**config.mk**
```make
export PLATFORM = sky130hd
export DESIGN_NAME = uart_rx_oversampled_flat
export DESIGN_NICKNAME = d
export VERILOG_FILES = /design/src/rtl/uart_rx_oversampled_if.sv /design/src/rtl/uart_rx_oversampled.sv /design/src/flat_wrapper.sv
export SDC_FILE = /design/constraint.sdc
export NUM_CORES = 1
export LEC_CHECK = 0
export CAP_MARGIN = 10
export CORE_MARGIN = 3
export CORE_UTILIZATION = 44
export CTS_CLUSTER_DIAMETER = 100
export DETAILED_ROUTE_END_ITERATION = 10
export GPL_ROUTABILITY_DRIVEN = 0
export SLEW_MARGIN = 20
export SYNTH_ARGS = -nofsm -noshare
export SYNTH_HDL_FRONTEND = slang
export SYNTH_SLANG_ARGS = --single-unit
```
**constraint.sdc**
```tcl
create_clock -name clock -period 2.53 [get_ports clock]
set_input_delay 0.3795 -clock clock [delete_from_list [all_inputs] [get_ports clock]]
set_output_delay 0.3795 -clock clock [all_outputs]
set_load 0.02 [all_outputs]
```
**src/rtl/uart_rx_oversampled_if.sv**
```systemverilog
`default_nettype none
// ============================================================================
// Module      : uart_rx_oversampled_if
// Description : Serial line, frame configuration and result bundle of the
//               oversampling UART receiver.
// Revision    : 1.0 - initial release
// ============================================================================
interface uart_rx_oversampled_if;
    logic [1:0] parity_type;
    logic [1:0] baud_rate;
    logic       data_tx;
    logic [7:0] data_out;
    logic [2:0] error_flag;
    logic       active_flag;
    logic       done_flag;

    modport master (
        output parity_type,
        output baud_rate,
        output data_tx,
        input  data_out,
        input  error_flag,
        input  active_flag,
        input  done_flag
    );

    modport slave (
        input  parity_type,
        input  baud_rate,
        input  data_tx,
        output data_out,
        output error_flag,
        output active_flag,
        output done_flag
    );
endinterface
`default_nettype wire

```
**src/rtl/uart_rx_oversampled.sv**
```systemverilog
`default_nettype none
// ============================================================================
// Module      : uart_rx_oversampled
// Description : 16x oversampling UART receiver, 8 data bits, optional parity,
//               one stop bit, majority vote at ticks 7/8/9 of every bit.
// Revision    : 1.0 - initial release
// ============================================================================
module uart_rx_oversampled #(
    parameter int CLK_FREQ   = 50_000_000,
    parameter int OVERSAMPLE = 16
) (
    input  wire logic             clock,
    input  wire logic             reset,
    uart_rx_oversampled_if.slave  rx
);

    localparam int unsigned c_DIV_2400  = CLK_FREQ / (2400  * OVERSAMPLE);
    localparam int unsigned c_DIV_4800  = CLK_FREQ / (4800  * OVERSAMPLE);
    localparam int unsigned c_DIV_9600  = CLK_FREQ / (9600  * OVERSAMPLE);
    localparam int unsigned c_DIV_19200 = CLK_FREQ / (19200 * OVERSAMPLE);
    localparam int          c_DIV_W     = ($clog2(c_DIV_2400) < 1) ? 1 : $clog2(c_DIV_2400);

    localparam logic [c_DIV_W-1:0] c_LAST_2400  = c_DIV_W'(c_DIV_2400  - 1);
    localparam logic [c_DIV_W-1:0] c_LAST_4800  = c_DIV_W'(c_DIV_4800  - 1);
    localparam logic [c_DIV_W-1:0] c_LAST_9600  = c_DIV_W'(c_DIV_9600  - 1);
    localparam logic [c_DIV_W-1:0] c_LAST_19200 = c_DIV_W'(c_DIV_19200 - 1);

    typedef enum logic [2:0] {
        IDLE   = 3'd0,
        START  = 3'd1,
        DATA   = 3'd2,
        PARITY = 3'd3,
        STOP   = 3'd4
    } state_t;

    state_t               r_state;
    state_t               w_state_next;

    logic                 r_sync1;
    logic                 r_sync2;
    logic [1:0]           r_sync_valid;
    logic                 r_line_prev;
    logic                 w_fall;

    logic [1:0]           r_baud_sel;
    logic [1:0]           r_par_sel;
    logic                 w_par_en;
    logic [c_DIV_W-1:0]   w_div_last;
    logic [c_DIV_W-1:0]   r_div_cnt;
    logic                 w_tick;
    logic [3:0]           r_os_cnt;
    logic [1:0]           r_samp;
    logic                 w_vote_now;
    logic                 w_vote;

    logic [7:0]           r_shift;
    logic [2:0]           r_bit_cnt;
    logic                 r_par_err;

    logic                 w_start_det;
    logic                 w_start_err;
    logic                 w_shift_en;
    logic                 w_par_chk;
    logic                 w_frame_done;

    logic [7:0]           r_data_out;
    logic [2:0]           r_error;
    logic                 r_active;
    logic                 r_done;

    // r_line_prev only trusts the synchronizer once real line data has
    // propagated, so a line held low across reset release is not an edge.
    assign w_fall     = r_line_prev & ~r_sync2;
    assign w_par_en   = (r_par_sel == 2'b01) || (r_par_sel == 2'b10);
    assign w_tick     = (r_state != IDLE) && (r_div_cnt == w_div_last);
    assign w_vote_now = w_tick && (r_os_cnt == 4'd8);
    assign w_vote     = (r_samp[1] & r_samp[0]) | (r_samp[1] & r_sync2) |
                        (r_samp[0] & r_sync2);

    always_comb begin
        w_div_last = c_LAST_9600;
        case (r_baud_sel)
            2'b00:   w_div_last = c_LAST_2400;
            2'b01:   w_div_last = c_LAST_4800;
            2'b10:   w_div_last = c_LAST_9600;
            default: w_div_last = c_LAST_19200;
        endcase
    end

    always_ff @(posedge clock or posedge reset) begin
        if (reset) begin
            r_state <= IDLE;
        end else begin
            r_state <= w_state_next;
        end
    end

    always_comb begin
        w_state_next = r_state;
        w_start_det  = 1'b0;
        w_start_err  = 1'b0;
        w_shift_en   = 1'b0;
        w_par_chk    = 1'b0;
        w_frame_done = 1'b0;
        case (r_state)
            IDLE: begin
                if (w_fall) begin
                    w_start_det  = 1'b1;
                    w_state_next = START;
                end
            end
            START: begin
                if (w_vote_now) begin
                    if (w_vote) begin
                        w_start_err  = 1'b1;
                        w_state_next = IDLE;
                    end else begin
                        w_state_next = DATA;
                    end
                end
            end
            DATA: begin
                if (w_vote_now) begin
                    w_shift_en = 1'b1;
                    if (r_bit_cnt == 3'd7) begin
                        w_state_next = w_par_en ? PARITY : STOP;
                    end
                end
            end
            PARITY: begin
                if (w_vote_now) begin
                    w_par_chk    = 1'b1;
                    w_state_next = STOP;
                end
            end
            STOP: begin
                if (w_vote_now) begin
                    w_frame_done = 1'b1;
                    w_state_next = IDLE;
                end
            end
            default: begin
                w_state_next = IDLE;
            end
        endcase
    end

    always_ff @(posedge clock or posedge reset) begin
        if (reset) begin
            r_sync1      <= 1'b1;
            r_sync2      <= 1'b1;
            r_sync_valid <= 2'b00;
            r_line_prev  <= 1'b0;
            r_baud_sel   <= 2'b00;
            r_par_sel    <= 2'b00;
            r_div_cnt    <= '0;
            r_os_cnt     <= 4'd0;
            r_samp       <= 2'b11;
            r_shift      <= 8'h00;
            r_bit_cnt    <= 3'd0;
            r_par_err    <= 1'b0;
            r_data_out   <= 8'h00;
            r_error      <= 3'b000;
            r_active     <= 1'b0;
            r_done       <= 1'b0;
        end else begin
            r_sync1      <= rx.data_tx;
            r_sync2      <= r_sync1;
            r_sync_valid <= {r_sync_valid[0], 1'b1};
            r_line_prev  <= r_sync2 & r_sync_valid[1];
            r_done       <= w_frame_done;

            // Config is latched here so mid-frame changes wait for the next frame.
            if (w_start_det) begin
                r_baud_sel <= rx.baud_rate;
                r_par_sel  <= rx.parity_type;
                r_div_cnt  <= '0;
                r_os_cnt   <= 4'd0;
                r_bit_cnt  <= 3'd0;
                r_par_err  <= 1'b0;
                r_active   <= 1'b1;
            end else if (w_tick) begin
                r_div_cnt <= '0;
                r_os_cnt  <= r_os_cnt + 4'd1;
                if (r_os_cnt == 4'd6) begin
                    r_samp[1] <= r_sync2;
                end
                if (r_os_cnt == 4'd7) begin
                    r_samp[0] <= r_sync2;
                end
            end else if (r_state != IDLE) begin
                r_div_cnt <= r_div_cnt + c_DIV_W'(1);
            end

            if (w_shift_en) begin
                r_shift   <= {w_vote, r_shift[7:1]};
                r_bit_cnt <= r_bit_cnt + 3'd1;
            end

            if (w_par_chk) begin
                r_par_err <= (^r_shift) ^ w_vote ^ (r_par_sel == 2'b01);
            end

            if (w_start_err) begin
                r_error  <= 3'b010;
                r_active <= 1'b0;
            end

            if (w_frame_done) begin
                r_data_out <= r_shift;
                r_error    <= {~w_vote, 1'b0, r_par_err & w_par_en};
                r_active   <= 1'b0;
            end
        end
    end

    assign rx.data_out    = r_data_out;
    assign rx.error_flag  = r_error;
    assign rx.active_flag = r_active;
    assign rx.done_flag   = r_done;

endmodule
`default_nettype wire
```
**src/flat_wrapper.sv**
```systemverilog
// flat-port wrapper written by rule: the top's interface ports become plain ports
module uart_rx_oversampled_flat 
#(
    parameter int CLK_FREQ   = 50_000_000,
    parameter int OVERSAMPLE = 16
)
  (clock, reset, rx_parity_type, rx_baud_rate, rx_data_tx, rx_data_out, rx_error_flag, rx_active_flag, rx_done_flag);
  uart_rx_oversampled_if rx_i ();
  input  wire logic clock;
  input  wire logic reset;
  input wire logic [$bits(rx_i.parity_type)-1:0] rx_parity_type;
  input wire logic [$bits(rx_i.baud_rate)-1:0] rx_baud_rate;
  input wire logic [$bits(rx_i.data_tx)-1:0] rx_data_tx;
  output wire logic [$bits(rx_i.data_out)-1:0] rx_data_out;
  output wire logic [$bits(rx_i.error_flag)-1:0] rx_error_flag;
  output wire logic [$bits(rx_i.active_flag)-1:0] rx_active_flag;
  output wire logic [$bits(rx_i.done_flag)-1:0] rx_done_flag;
  assign rx_i.parity_type = rx_parity_type;
  assign rx_i.baud_rate = rx_baud_rate;
  assign rx_i.data_tx = rx_data_tx;
  assign rx_data_out = rx_i.data_out;
  assign rx_error_flag = rx_i.error_flag;
  assign rx_active_flag = rx_i.active_flag;
  assign rx_done_flag = rx_i.done_flag;
  uart_rx_oversampled #(.CLK_FREQ(CLK_FREQ), .OVERSAMPLE(OVERSAMPLE)) u_core (.clock(clock), .reset(reset), .rx(rx_i));
endmodule
```
* After elaboration in Yosys (flattened, before gate mapping)
Cells that the tools add are included.
** Word-level totals
- Flip-flop bits (word level) :: 54
- Latch bits :: 0
- Bits in writable memories :: 0
- Bits in read-only memories :: 0
- Bits of input ports :: 7
- Word-level logic and storage cells :: 102
- Memories kept :: 0
** Operators by class
- Add/sub/neg operators :: 3
- Multiply operators :: 0
- Div/mod/pow operators :: 0
- Magnitude comparators :: 0
- Equality and inequality tests :: 19
- Shifts and indexed selects :: 0
- Mux-type cells :: 33
- Bitwise operators :: 13
- Reduce and logical (&&, ||, !) cells :: 16
** Operators with widths (number)
- $mux 11 :: 3
- $mux 3 :: 11
- $pmux 11 s3 :: 1
- $pmux 3 s5 :: 1
- $mux 1 :: 14
- $ne 2x1->1 const B :: 6
- $add 11x1->11 const B :: 1
- $eq 11x11->1 :: 1
- $reduce_bool 3->1 :: 3
- $eq 4x3->1 const B :: 2
- $mux 4 :: 2
- $reduce_bool 2->1 :: 4
- $reduce_xor 8->1 :: 1
- $and 1x1->1 :: 6
- $eq 3x2->1 const B :: 2
- $eq 3x3->1 const B :: 2
- $reduce_and 3->1 :: 2
- $reduce_and 6->1 :: 1
- $add 4x1->4 const B :: 1
- $eq 2x1->1 const B :: 2
- $eq 2x2->1 const B :: 2
- $eq 4x4->1 const B :: 1
- $add 3x1->3 const B :: 1
- $eq 3x1->1 const B :: 1
- 8 further kinds :: 13

* Depth between registers and ports, before layout
- Depth after elaboration :: 9
- Gate-level depth with buffers :: 9
- Mapped depth without buffers :: 7

* Least setup slack after synthesis
Ideal clock, no wire load.
- Kind :: register to register
- Start :: register u_core.r_baud_sel[0]
- End :: register u_core.r_shift[0]
- Setup time :: 0.125 ns
- Data arrival time :: 1.938 ns
- Required time :: 2.405 ns
- Path slack :: 0.467 ns
- Cell stages (with the launch flop) :: 9
- Buffers on the path :: 1
- Path through :: dfrtp_1 inv_1 ha_1 xor2_1 nor4_4 and4_4 nand3_2 buf_6 mux2_4
** On the way
- Word-level cells in the longest chain between the ends :: 7
** RTL lines
- start: declaration :: line uart_rx_oversampled.sv:45 : logic [1:0] r_baud_sel;
- start signal: assignment :: line uart_rx_oversampled.sv:175 : r_baud_sel <= rx.baud_rate;
- $eq 2x2->1, or another cell as far along :: line uart_rx_oversampled.sv:82 : case (r_baud_sel)
- $pmux 11 s3 * :: line uart_rx_oversampled.sv:82
- $eq 11x11->1 * :: line uart_rx_oversampled.sv:75 : assign w_tick = (r_state != IDLE) && (r_div_cnt == w_div_last);
- $logic_and 1x1->1 * :: line uart_rx_oversampled.sv:75
- $logic_and 1x1->1 * :: line uart_rx_oversampled.sv:76 : assign w_vote_now = w_tick && (r_os_cnt == 4'd8);
- $mux 1 * :: line uart_rx_oversampled.sv:123 : if (w_vote_now) begin
- $mux 1 * :: line uart_rx_oversampled.sv:105 : case (r_state)
- end signal: assignment :: line uart_rx_oversampled.sv:196 : r_shift <= {w_vote, r_shift[7:1]};
- end: declaration :: line uart_rx_oversampled.sv:56 : logic [7:0] r_shift;
Mark *: on every way between the ends. The rest lies on a longest branch, timed or not.
A chain may end at the register's enable or synchronous reset.

* Worst setup path after layout
- Start :: register u_core.r_baud_sel[0]
- End :: register u_core.r_shift[5]
The elaborated chain is that of the path after synthesis.

==> run_results.csv <==
group,metric,value,unit
min_path,whs_endpoint,"u_core.r_sync_valid[1]$_DFF_PP0_",
timing,slew_viol_final,0,
route,drt_wl_total,4.55,mm
timing,post-route-period-util,0.932,
global_routing,antenna_found_initial,0,
worst_setup_path,cp-end-kind,"flip-flop",
layout,post-route-cell-area,0.00312,mm²
global_routing,grtUsageMet2,0.215,
global_routing,grt_pass1_vias,1692,
worst_setup_path,cp.required,2.72,ns
worst_setup_path,start_kind,"flip-flop",
clock_tree,cts_resized,0,
synthesis,syn_nets,257,
route,drt_iter0_drc,91,
place,dpl_cell_area,0.00302,mm²
timing,finalWorstSetupSlack,0.173,ns
timing,tns,0,ns
floorplan,rows,28,
place,place_ws,0.165,ns
layout,fillerInstances,528,
worst_setup_path,r2r_cells,7,
layout,layout_common_cells,"50 x dfrtp_1, 23 x nor2_1, 22 x nand2_1, 19 x clkdlybuf4s50_1, 15 x mux2_4",
synthesis,synth_flop_cell,"dfrtp_1",
floorplan,core_region_area,0.00599,mm²
power_and_ir_drop,power.leakage,1.49,nW
synthesis,yosys-top-cells-area,"dfrtp_1 45%, mux2_4 8.2%, ha_1 5.0%, xor2_1 4.5%, dfstp_2 3.8%",
place,post-dp-hpwl,3.34,mm
synthesis,synth_area_leader_cell,"dfrtp_1",
synthesis,syn_inst,239,
clock_tree,root_buffer,"clkbuf_8",
global_routing,grt_use_total,0.141,
clock_tree,clock_path_buffers,2,
layout,syn2layout_area_growth,13.4,%
min_path,hold_class,"reg2reg",
global_routing,grt-busiest-layer,"met2",
layout,seqCellArea,0.00136,mm²
outcome,outcome,"completed",
worst_setup_path,reg2reg_slack,0.17,ns
power_and_ir_drop,p_per_area,667,mW/mm²
global_routing,grt_pass1_wl,8.11,mm
global_routing,grt-ovfl-total,0,
route,vias,1689,
global_routing,grt_max_degree,33,
place,port-buffer-count,19,
layout,drive_gt1_frac,0.165,
route,avgViaCountPerCell,5.03,
min_path,hp-start,"u_core.r_sync_valid[0]$_DFF_PP0_",
timing,hold_viol,0,
timing,fmax,424,MHz
floorplan,start_util,0.459,
place,place_inst,328,
worst_setup_path,rr_startpoint,"u_core.r_baud_sel[0]$_DFFE_PP0P_",
synthesis,ys_async_sr_fraction,1.00,
clock_tree,insertion_delay,0.30,ns
worst_setup_path,crit_fanout,11,
route,drc_errors,0,
min_path,holdPathStages,0,
flow_run,cap_violations,0,
synthesis,netlist_area,0.00275,mm²
synthesis,avgSynthCellArea,11.5,µm²
global_routing,use_met3,0.0320,
timing,fin_crit,2.36,ns
clock_tree,clock-sinks,54,
worst_setup_path,r2r_end,"u_core.r_shift[5]$_DFFE_PP0P_",
layout,final_common_cell,"dfrtp_1",
clock_tree,cts_tree,"done",
route,dr.pass1.iters,4,
worst_setup_path,critPathKind,"reg2reg",
clock_tree,numCtsBuffers,5,
synthesis,yosysSeqAreaShare,0.493,
clock_tree,cts_setup_buffers,0,
route,wl_per_cell,13.5,µm
timing,finClkSkew,0.00527,ns
layout,multi_input_area,0.00129,mm²
clock_tree,postCtsHoldBufs,0,
floorplan,io_pins,20,
worst_setup_path,critPathArrivalTime,2.55,ns
synthesis,yosys.area.top_type_share,0.455,
clock_tree,clkTransAtPathRegs,0.10,ns
synthesis,yosys_warnings,0,
power_and_ir_drop,peakVddDrop,0.289,mV
timing,rsz0062_at_grt,"no",
layout,diodes,0,
layout,nets,278,
synthesis,ys_types,47,
layout,final_cells,336,
timing,finalSetupViolCount,0,
timing,hold-worst-slack,0.361,ns
clock_tree,cts-htree-levels,2,
floorplan,fp.dieW,85.1,µm
route,ant_nets,0,
floorplan,die_h,85.1,µm
floorplan,die-area,0.00724,mm²
synthesis,ys_ff_latch,54,
global_routing,met1_usage,0.200,
synthesis,synth_edf_count,0,
==> cell type report <==
cell class,instances,share of cell area
sequential,54,0.435
multi-input combinational,162,0.412
timing repair buffer,23,0.0746
tap,75,0.0301
clock buffer,6,0.0265
inverter,14,0.0168
clock inverter,2,0.00521
==> where the power goes <==
| group | leakage (nW) | internal (mW) | switching, mW |
|---|---|---|---|
| Sequential | 0.710 | 0.955 | 0.116 |
| Clock | 0.0478 | 0.226 | 0.279 |
| Combinational | 0.735 | 0.236 | 0.272 |
==> worst max-delay path by stage <==
stage	startpoint	cells after the start	slack [ns]	end
2_1_floorplan	u_core.r_baud_sel[0]$_DFFE_PP0P_	8	0.47	u_core.r_shift[0]$_DFFE_PP0P_
3_3_place_gp	u_core.r_baud_sel[0]$_DFFE_PP0P_	7	0.21	u_core.r_shift[3]$_DFFE_PP0P_
3_5_place_dp	u_core.r_baud_sel[0]$_DFFE_PP0P_	7	0.17	u_core.r_shift[5]$_DFFE_PP0P_
4_1_cts	u_core.r_baud_sel[0]$_DFFE_PP0P_	7	0.14	u_core.r_shift[5]$_DFFE_PP0P_
5_1_grt	u_core.r_baud_sel[0]$_DFFE_PP0P_	7	0.001	u_core.r_shift[0]$_DFFE_PP0P_
6_report	u_core.r_baud_sel[0]$_DFFE_PP0P_	7	0.17	u_core.r_shift[5]$_DFFE_PP0P_
==> registers in the layout, indices dropped and copies added, names as in the netlist, 3 cells and up <==
name,flops
u_core.r_state,3
u_core.rx.error_flag,3
u_core.rx.data_out,8
u_core.r_os_cnt,4
u_core.r_shift,8
u_core.r_div_cnt,11
u_core.r_bit_cnt,3
==> cell usage after synthesis (2+ instances only) <==
cell        n
clkbuf_1    3
mux2i_1     6
mux2_4     15
xor2_1     14
a2bb2oi_1   2
dfrtp_1    50
buf_2       3
ha_1       11
nand2b_1    3
o21ai_0     5
and3_1      2
nand3_1     4
dfstp_2     4
nor2b_1     2
nor4_1      2
nand2_1    22
inv_1      14
mux2_2      4
o21a_1      2
buf_6       2
nor2_1     23
xnor2_1    11
nand4b_1    2
o2bb2ai_1   2
nand4_1     9
==> metal layers <==
metal	vias to the layer above	routed length, µm
met1	804	2330
met2	26	2010
li1	853	-
met3	6	147
met4	0	60
met5	-	0
==> worst max-delay path, cell delays in order (launching register included) <==
cell     delay, ns
dfrtp_1       0.43
inv_1         0.10
ha_1          0.24
xor2_1        0.19
nor4_4        0.30
and4_4        0.27
nand3_2       0.31
mux2_4        0.41
==> metrics by stage <==
step | util | total power, mW
finish | 0.521 | 2.08
global route | 0.521 | 2.24
CTS | 0.521 | 2.11
detailed placement | 0.504 | 1.59
global placement | 0.504 | 1.59
floorplan | - | 1.47
==> kinds of logic after synthesis <==
| group | count (synthesis) | share of synthesized area |
|---|---|---|
| other | 1 | 0.00136 |
| muxes | 25 | 0.120 |
| DFF | 54 | 0.493 |
| adders and majority gates | 12 | 0.0537 |
| AOI/OAI and AO/OA | 22 | 0.0596 |
| xor gates and xnor gates | 25 | 0.0796 |
| and+or+nand+nor | 77 | 0.153 |
| buffers and inverters | 23 | 0.0396 |
(Power assumes the default switching activity.)
